$ cat src/rtl/out_sched_pkg.sv
// Shared types and defaults for the clk3 output frame scheduler.
package out_sched_pkg;

  typedef enum logic [1:0] {IDLE, FILL, STREAM, DONE} state_t;

  localparam int DEF_DATA_W    = 16;
  localparam int DEF_FRAME_LEN = 128;
  localparam int DEF_CNT_W     = 8;

  function automatic int clog2(input int value);
    int r = 0;
    for (int i = 0; i < 31; i++) begin
      if ((1 << i) < value) r = i + 1;
    end
    return r;
  endfunction

endpackage

$ cat src/rtl/sched_skid_fifo.sv
// Small synchronous skid FIFO; the head entry is visible combinationally on rd_data.
module sched_skid_fifo
  import out_sched_pkg::*;
#(
  parameter  int DATA_W = DEF_DATA_W,
  parameter  int DEPTH  = 8,
  localparam int PTR_W  = clog2(DEPTH)
) (
  input  logic              clk3,
  input  logic              rst,
  input  logic              wr_en,
  input  logic [DATA_W-1:0] wr_data,
  input  logic              rd_en,
  output logic [DATA_W-1:0] rd_data,
  output logic [PTR_W:0]    cnt
);

  logic [DATA_W-1:0] mem [DEPTH];
  logic [PTR_W-1:0]  wr_ptr;
  logic [PTR_W-1:0]  rd_ptr;

  always_ff @(posedge clk3) begin
    if (wr_en) mem[wr_ptr] <= wr_data;
  end

  // The caller never writes when full nor reads when empty, so cnt needs no guarding.
  always_ff @(posedge clk3) begin
    if (rst) begin
      wr_ptr <= '0;
      rd_ptr <= '0;
      cnt    <= '0;
    end else begin
      if (wr_en) wr_ptr <= wr_ptr + PTR_W'(1);
      if (rd_en) rd_ptr <= rd_ptr + PTR_W'(1);
      if (wr_en && !rd_en) cnt <= cnt + (PTR_W+1)'(1);
      else if (!wr_en && rd_en) cnt <= cnt - (PTR_W+1)'(1);
    end
  end

  assign rd_data = mem[rd_ptr];

endmodule

$ cat src/rtl/out_frame_sched.sv
// clk3 output scheduler: drains the async FIFO into a skid buffer and emits FRAME_LEN results per frame.
// Defining OUT_SCHED_UNDERRUN_CNT_EN adds a saturating underrun_cnt output.
module out_frame_sched
  import out_sched_pkg::*;
#(
  parameter int DATA_W     = DEF_DATA_W,
  parameter int FRAME_LEN  = DEF_FRAME_LEN,
  parameter int CNT_W      = DEF_CNT_W,
  parameter int SKID_DEPTH = 8,
  parameter int PREFILL    = 4
) (
  input  logic              clk3,
  input  logic              rst,
  input  logic              frame_start,
  input  logic              in_busy,
  input  logic              fifo_empty,
  input  logic [DATA_W-1:0] fifo_rdata,
  output logic              fifo_rinc,
  output logic              out_valid,
  output logic [DATA_W-1:0] out_data,
  output logic              frame_done,
  output logic              busy
`ifdef OUT_SCHED_UNDERRUN_CNT_EN
  ,
  output logic [15:0]       underrun_cnt
`endif
);

  localparam int               SKID_PW = clog2(SKID_DEPTH);
  localparam logic [CNT_W-1:0] LEN     = CNT_W'(FRAME_LEN);

  state_t            state;
  logic [CNT_W-1:0]  rd_cnt;
  logic [CNT_W-1:0]  out_cnt;
  logic              inflight;
  logic              active;
  logic              pop;
  logic [SKID_PW:0]  skid_cnt;
  logic [DATA_W-1:0] skid_head;

  assign active = (state == FILL) || (state == STREAM);

  // Counting the in-flight read keeps room for data that lands next cycle; rd_cnt stops us reading the next frame.
  assign fifo_rinc = active && !fifo_empty && (rd_cnt < LEN) &&
                     ((int'(skid_cnt) + int'(inflight)) < SKID_DEPTH);

  assign pop = (state == STREAM) && (skid_cnt != '0) && !in_busy && (out_cnt < LEN);

  sched_skid_fifo #(
    .DATA_W(DATA_W),
    .DEPTH (SKID_DEPTH)
  ) u_skid (
    .clk3   (clk3),
    .rst    (rst),
    .wr_en  (inflight),
    .wr_data(fifo_rdata),
    .rd_en  (pop),
    .rd_data(skid_head),
    .cnt    (skid_cnt)
  );

  always_ff @(posedge clk3) begin
    if (rst) begin
      state      <= IDLE;
      rd_cnt     <= '0;
      out_cnt    <= '0;
      inflight   <= 1'b0;
      out_valid  <= 1'b0;
      out_data   <= '0;
      frame_done <= 1'b0;
      busy       <= 1'b0;
    end else begin
      inflight   <= fifo_rinc;
      out_valid  <= pop;
      out_data   <= pop ? skid_head : '0;
      frame_done <= 1'b0;
      if (fifo_rinc) rd_cnt <= rd_cnt + CNT_W'(1);
      if (pop)       out_cnt <= out_cnt + CNT_W'(1);
      case (state)
        IDLE: begin
          if (frame_start) begin
            state   <= FILL;
            rd_cnt  <= '0;
            out_cnt <= '0;
            busy    <= 1'b1;
          end
        end
        FILL: begin
          if ((int'(skid_cnt) >= PREFILL) || (rd_cnt == LEN)) state <= STREAM;
        end
        STREAM: begin
          if (out_cnt == LEN) begin
            state      <= DONE;
            frame_done <= 1'b1;
          end
        end
        DONE: begin
          state <= IDLE;
          busy  <= 1'b0;
        end
        default: state <= IDLE;
      endcase
    end
  end

`ifdef OUT_SCHED_UNDERRUN_CNT_EN
  // Only starvation counts; a pop held off by in_busy is back-pressure, not an underrun.
  always_ff @(posedge clk3) begin
    if (rst) begin
      underrun_cnt <= '0;
    end else if ((state == IDLE) && frame_start) begin
      underrun_cnt <= '0;
    end else if ((state == STREAM) && (out_cnt < LEN) && (skid_cnt == '0) && !in_busy &&
                 (underrun_cnt != 16'hFFFF)) begin
      underrun_cnt <= underrun_cnt + 16'd1;
    end
  end
`endif

endmodule

$ cat config.mk
export PLATFORM = sky130hd
export DESIGN_NAME = out_frame_sched
export DESIGN_NICKNAME = d
export VERILOG_FILES = /design/src/rtl/out_sched_pkg.sv /design/src/rtl/sched_skid_fifo.sv /design/src/rtl/out_frame_sched.sv
export SDC_FILE = /design/constraint.sdc
export NUM_CORES = 1
export LEC_CHECK = 0
export ABC_AREA = 1
export CAP_MARGIN = 30
export CORE_MARGIN = 8
export CORE_UTILIZATION = 45
export DETAILED_ROUTE_END_ITERATION = 7
export PLACE_DENSITY = 0.71
export SYNTH_ARGS = -nofsm -noshare
export SYNTH_HDL_FRONTEND = slang
export SYNTH_HIERARCHICAL = 1
export SYNTH_SLANG_ARGS = --single-unit
$ cat constraint.sdc
create_clock -name clk3 -period 2.69 [get_ports clk3]
set_input_delay 0.538 -clock clk3 [delete_from_list [all_inputs] [get_ports clk3]]
set_output_delay 0.538 -clock clk3 [all_outputs]
set_load 0.01 [all_outputs]
==> summary.md <==
| Metric | Value |
|---|---|
| Worst hold path cell count | 2 |
| Final clock skew | 7.790 ps |
| Relative slew slack | 43.18% |
| Synth area leader | edfxtp_1 |
| DRT Pass-1 Iters | 4 |
| Via count | 4853 |
| Ant diodes | 0 |
| Final ANT Viol Nets | 0 |
| RSZ-0062 raised after global routing | no |
| Reg clk slew, reported paths | around 60 ps |
| Most frequent cell after synthesis | nor2_1 |
| Critical path class | flip-flop to flip-flop |
| Worst-Skew Late Latency | 420 ps |
| Synthesized area per cell | 10.26 µm² |
| Max Freq | between 0.4 and 0.5 GHz |
| Layout cell share with drive strength beyond 1 | 8.931% |
| Hold/Removal Path Class | flip-flop to flip-flop |
| Min-delay src | u_skid/rd_ptr[1] |
| Total Wirelength | 14440 µm |
| Reg2reg path depth | 15 |
| RR Startpoint | state[0] |
| Antenna violations before repair | 0 |
| Synth Net Count | 763 |
| FF-to-FF End | u_skid/cnt[3] |
| Vias in the first global route | 4625 |
| Cell count after synthesis | 728 |
| Die area | 20980 µm² |
| DRT iter0 DRCs | 390 |
| First-pass GRT wire length | 23570 µm |
| Post-detail-place hpwl | 8522 µm |
| Gr usage total | 14.84% |
| Total grt overflow | 0 |
| Setup_tns | 0 ps |
| Worst setup SP type | flip-flop |
| Sequential cell area | 4866 µm² |
| Hold-fix buffers, CTS | 0 |
| DIE HEIGHT | 144.9 µm |
| Clk sink count | around 180 |
| Register area share after synthesis | about 65% |
| Worst-Margin Slew | 851.3 ps |
| Clock Tree Buf Depth | 2 |
| Critical Path RT | 3010 ps |
| Pwr dens | 753.6 nW/µm² |
| Largest cells by area after synthesis | edfxtp_1, dfxtp_1, nor2_1 |
| Tot Pwr | 0.006540 W |
| Worst EP arrival | 2610 ps |
| Synth Cell Area | around 7500 µm² |
| Post-cts sizing count | 0 |
| Top-Level Pins | 41 |
| Outcome | complete, no violations |
| Synthesized flop and latch total | 179 |
| Fin crit share | a little under nine tenths |
| Core Rows | 47 |
| Routed WL per cell | 14.22 µm |
| Root Driver | clkbuf_16 |
| CP Capture Type | flip-flop |
| CTS H-Tree Depth | 4 |
| Initial Utilization | 45.53% |
| Via density | 4.781 |
| Slew Limit Fails | 0 |
| FFs w/ async S/R, synth | 0% |
| Number of synthesized flops with an enable pin | roughly 130 |
| CTS tree | built |
| Hold Fails Final Rpt | 0 |
| Top cell type's share of synthesized area | 51.45% |
| Worst-path fanout max | 4 |
| Core area | around 16000 µm² |
| Final setup fails | 0 |
| VDD IR max | 0.4642 mV |
| P_leak | 3.391 nW |
| Largest net degree at the start of global routing | 65 |
| Clock buffer count from CTS | 17 |
| Drc violations | 0 |
| Worst R2R Setup Slack | 390 ps |
| Port bufs | 40 |
| Period minus WS final | around 2300 ps |
| Commonest cells post-synth | nor2_1, nand2_1, edfxtp_1, inv_1, o21ai_1 |
| Max Cap Violations | 0 |
| Die width | between 100 and 150 µm |
| Post-CTS Setup Inserts | 0 |
| Area occupied by multi-input gates | 2161 µm² |
| Top_reg_cell synth | edfxtp_1 |
| Nets | just over 800 |
| P&R area growth vs syn | 16.16% |
| GP Congestion | 0.8169 |
| Netlist cell types | 33 |
| FILL cells | 1421 |
| Ys Warns | 6 |
[sequential cells by signal, indices dropped and copies added (netlist names), named ones only]
| register | flops |
|---|---|
| u_skid/mem | 128 |
| out_data | 16 |
| out_cnt | 8 |
| rd_cnt | 8 |
| u_skid/cnt | 4 |
| u_skid/rd_ptr | 3 |
| u_skid/wr_ptr | 3 |
| state | 2 |
| busy | 1 |
| frame_done | 1 |
| inflight | 1 |
| out_valid | 1 |
[worst max-delay path, cell delays in order (launching register included)]
cell     delay (ps)
dfxtp_1         330
inv_1           110
ha_1            220
inv_2            70
nor3_4          160
nand2_4          60
inv_2            50
inv_1            40
ha_1            180
inv_1           130
ha_1            270
or2_2           300
nand3_1          90
nand3_1          80
nand2_1          60
inv_1            30
[where the power goes]
part / internal [W] / leakage (nW) / total, W / switching [W]
combinational: 0.000396 / 1.57 / 0.00107 / 0.000678
sequential: 0.00309 / 1.57 / 0.00318 / 0.0000947
clock: 0.00128 / 0.254 / 0.00228 / 0.00100
[cell type report]
| class | count | area share (%) |
|---|---|---|
| clock buffer | 21 | 5.075 |
| clock inverter | 11 | 1.211 |
| inverter | 66 | 2.884 |
| multi-input combinational | 456 | 24.90 |
| sequential | 179 | 56.07 |
| tap | 220 | 3.172 |
| timing repair buffer | 62 | 6.690 |
[stage by stage]
stage / area, µm² / utilization, % / instances / hold WS, ps / setup WS, ps
2_1_floorplan: 7471 / - / 728 / 456.9 / 430.9
3_3_place_gp: 8130 / 49.55 / 983 / 477.3 / 93.02
3_5_place_dp: 8130 / 49.55 / 983 / 483.6 / 47.75
4_1_cts: 8676 / 52.88 / 1015 / 493.3 / 91.46
5_1_grt: 8678 / 52.89 / 1015 / 516.6 / 229.9
6_report: 8678 / 52.89 / 1015 / 487.2 / 394.1
[logic make-up (layout without fill, tap and decap cells)]
family	after synthesis	after routing	share of synthesized area, %
fa+ha+maj	14	14	2.445
simple gates	337	337	18.99
buf+inv	93	160	5.962
xor+xnor	5	5	0.5861
compound gates	100	100	6.900
flops	179	179	65.11
[layer usage]
| layer | part of all wire, % | vias to the layer above | routed length, µm | GRT usage, % |
|---|---|---|---|---|
| li1 | - | 2493 | - | - |
| met1 | 44 | 2244 | 6301 | 18.25 |
| met2 | 50 | 111 | 7244 | 25.12 |
| met3 | 5.6 | 5 | 803 | 4.003 |
| met4 | 0.60 | 0 | 86 | 4.162 |
| met5 | 0 | - | 0 | 0 |
[cells in the final DEF (no fill, tap or decap), types with 3 or more instances in the layout]
cell             Yosys  routed
a21oi_1             19      19
buf_4                5      21
clkbuf_1             5       4
clkbuf_16            0      17
clkdlybuf4s50_1      0      39
clkinvlp_4           0       4
dfxtp_1             51      50
edfxtp_1           128     128
ha_1                13      13
inv_1               62      62
inv_2                3       3
nand2_1            136     136
nand3_1             10      10
nand4_1              4       4
nor2_1             166     166
nor2_4              10      10
nor3_1               3       3
nor3b_1              3       3
o21ai_0             14      14
o21ai_1             61      61
xor2_1               4       4
[worst max path at each step]
stage / to / slack, ps / from
2_1_floorplan: u_skid/cnt[3] / 430 / state[0]
3_3_place_gp: u_skid/cnt[3] / 90 / in_busy
3_5_place_dp: u_skid/cnt[3] / 50 / in_busy
4_1_cts: fifo_rinc / 90 / state[0]
5_1_grt: u_skid/cnt[3] / 230 / state[0]
6_report: u_skid/cnt[3] / 390 / state[0]
Power figures use the tool's default switching activity.
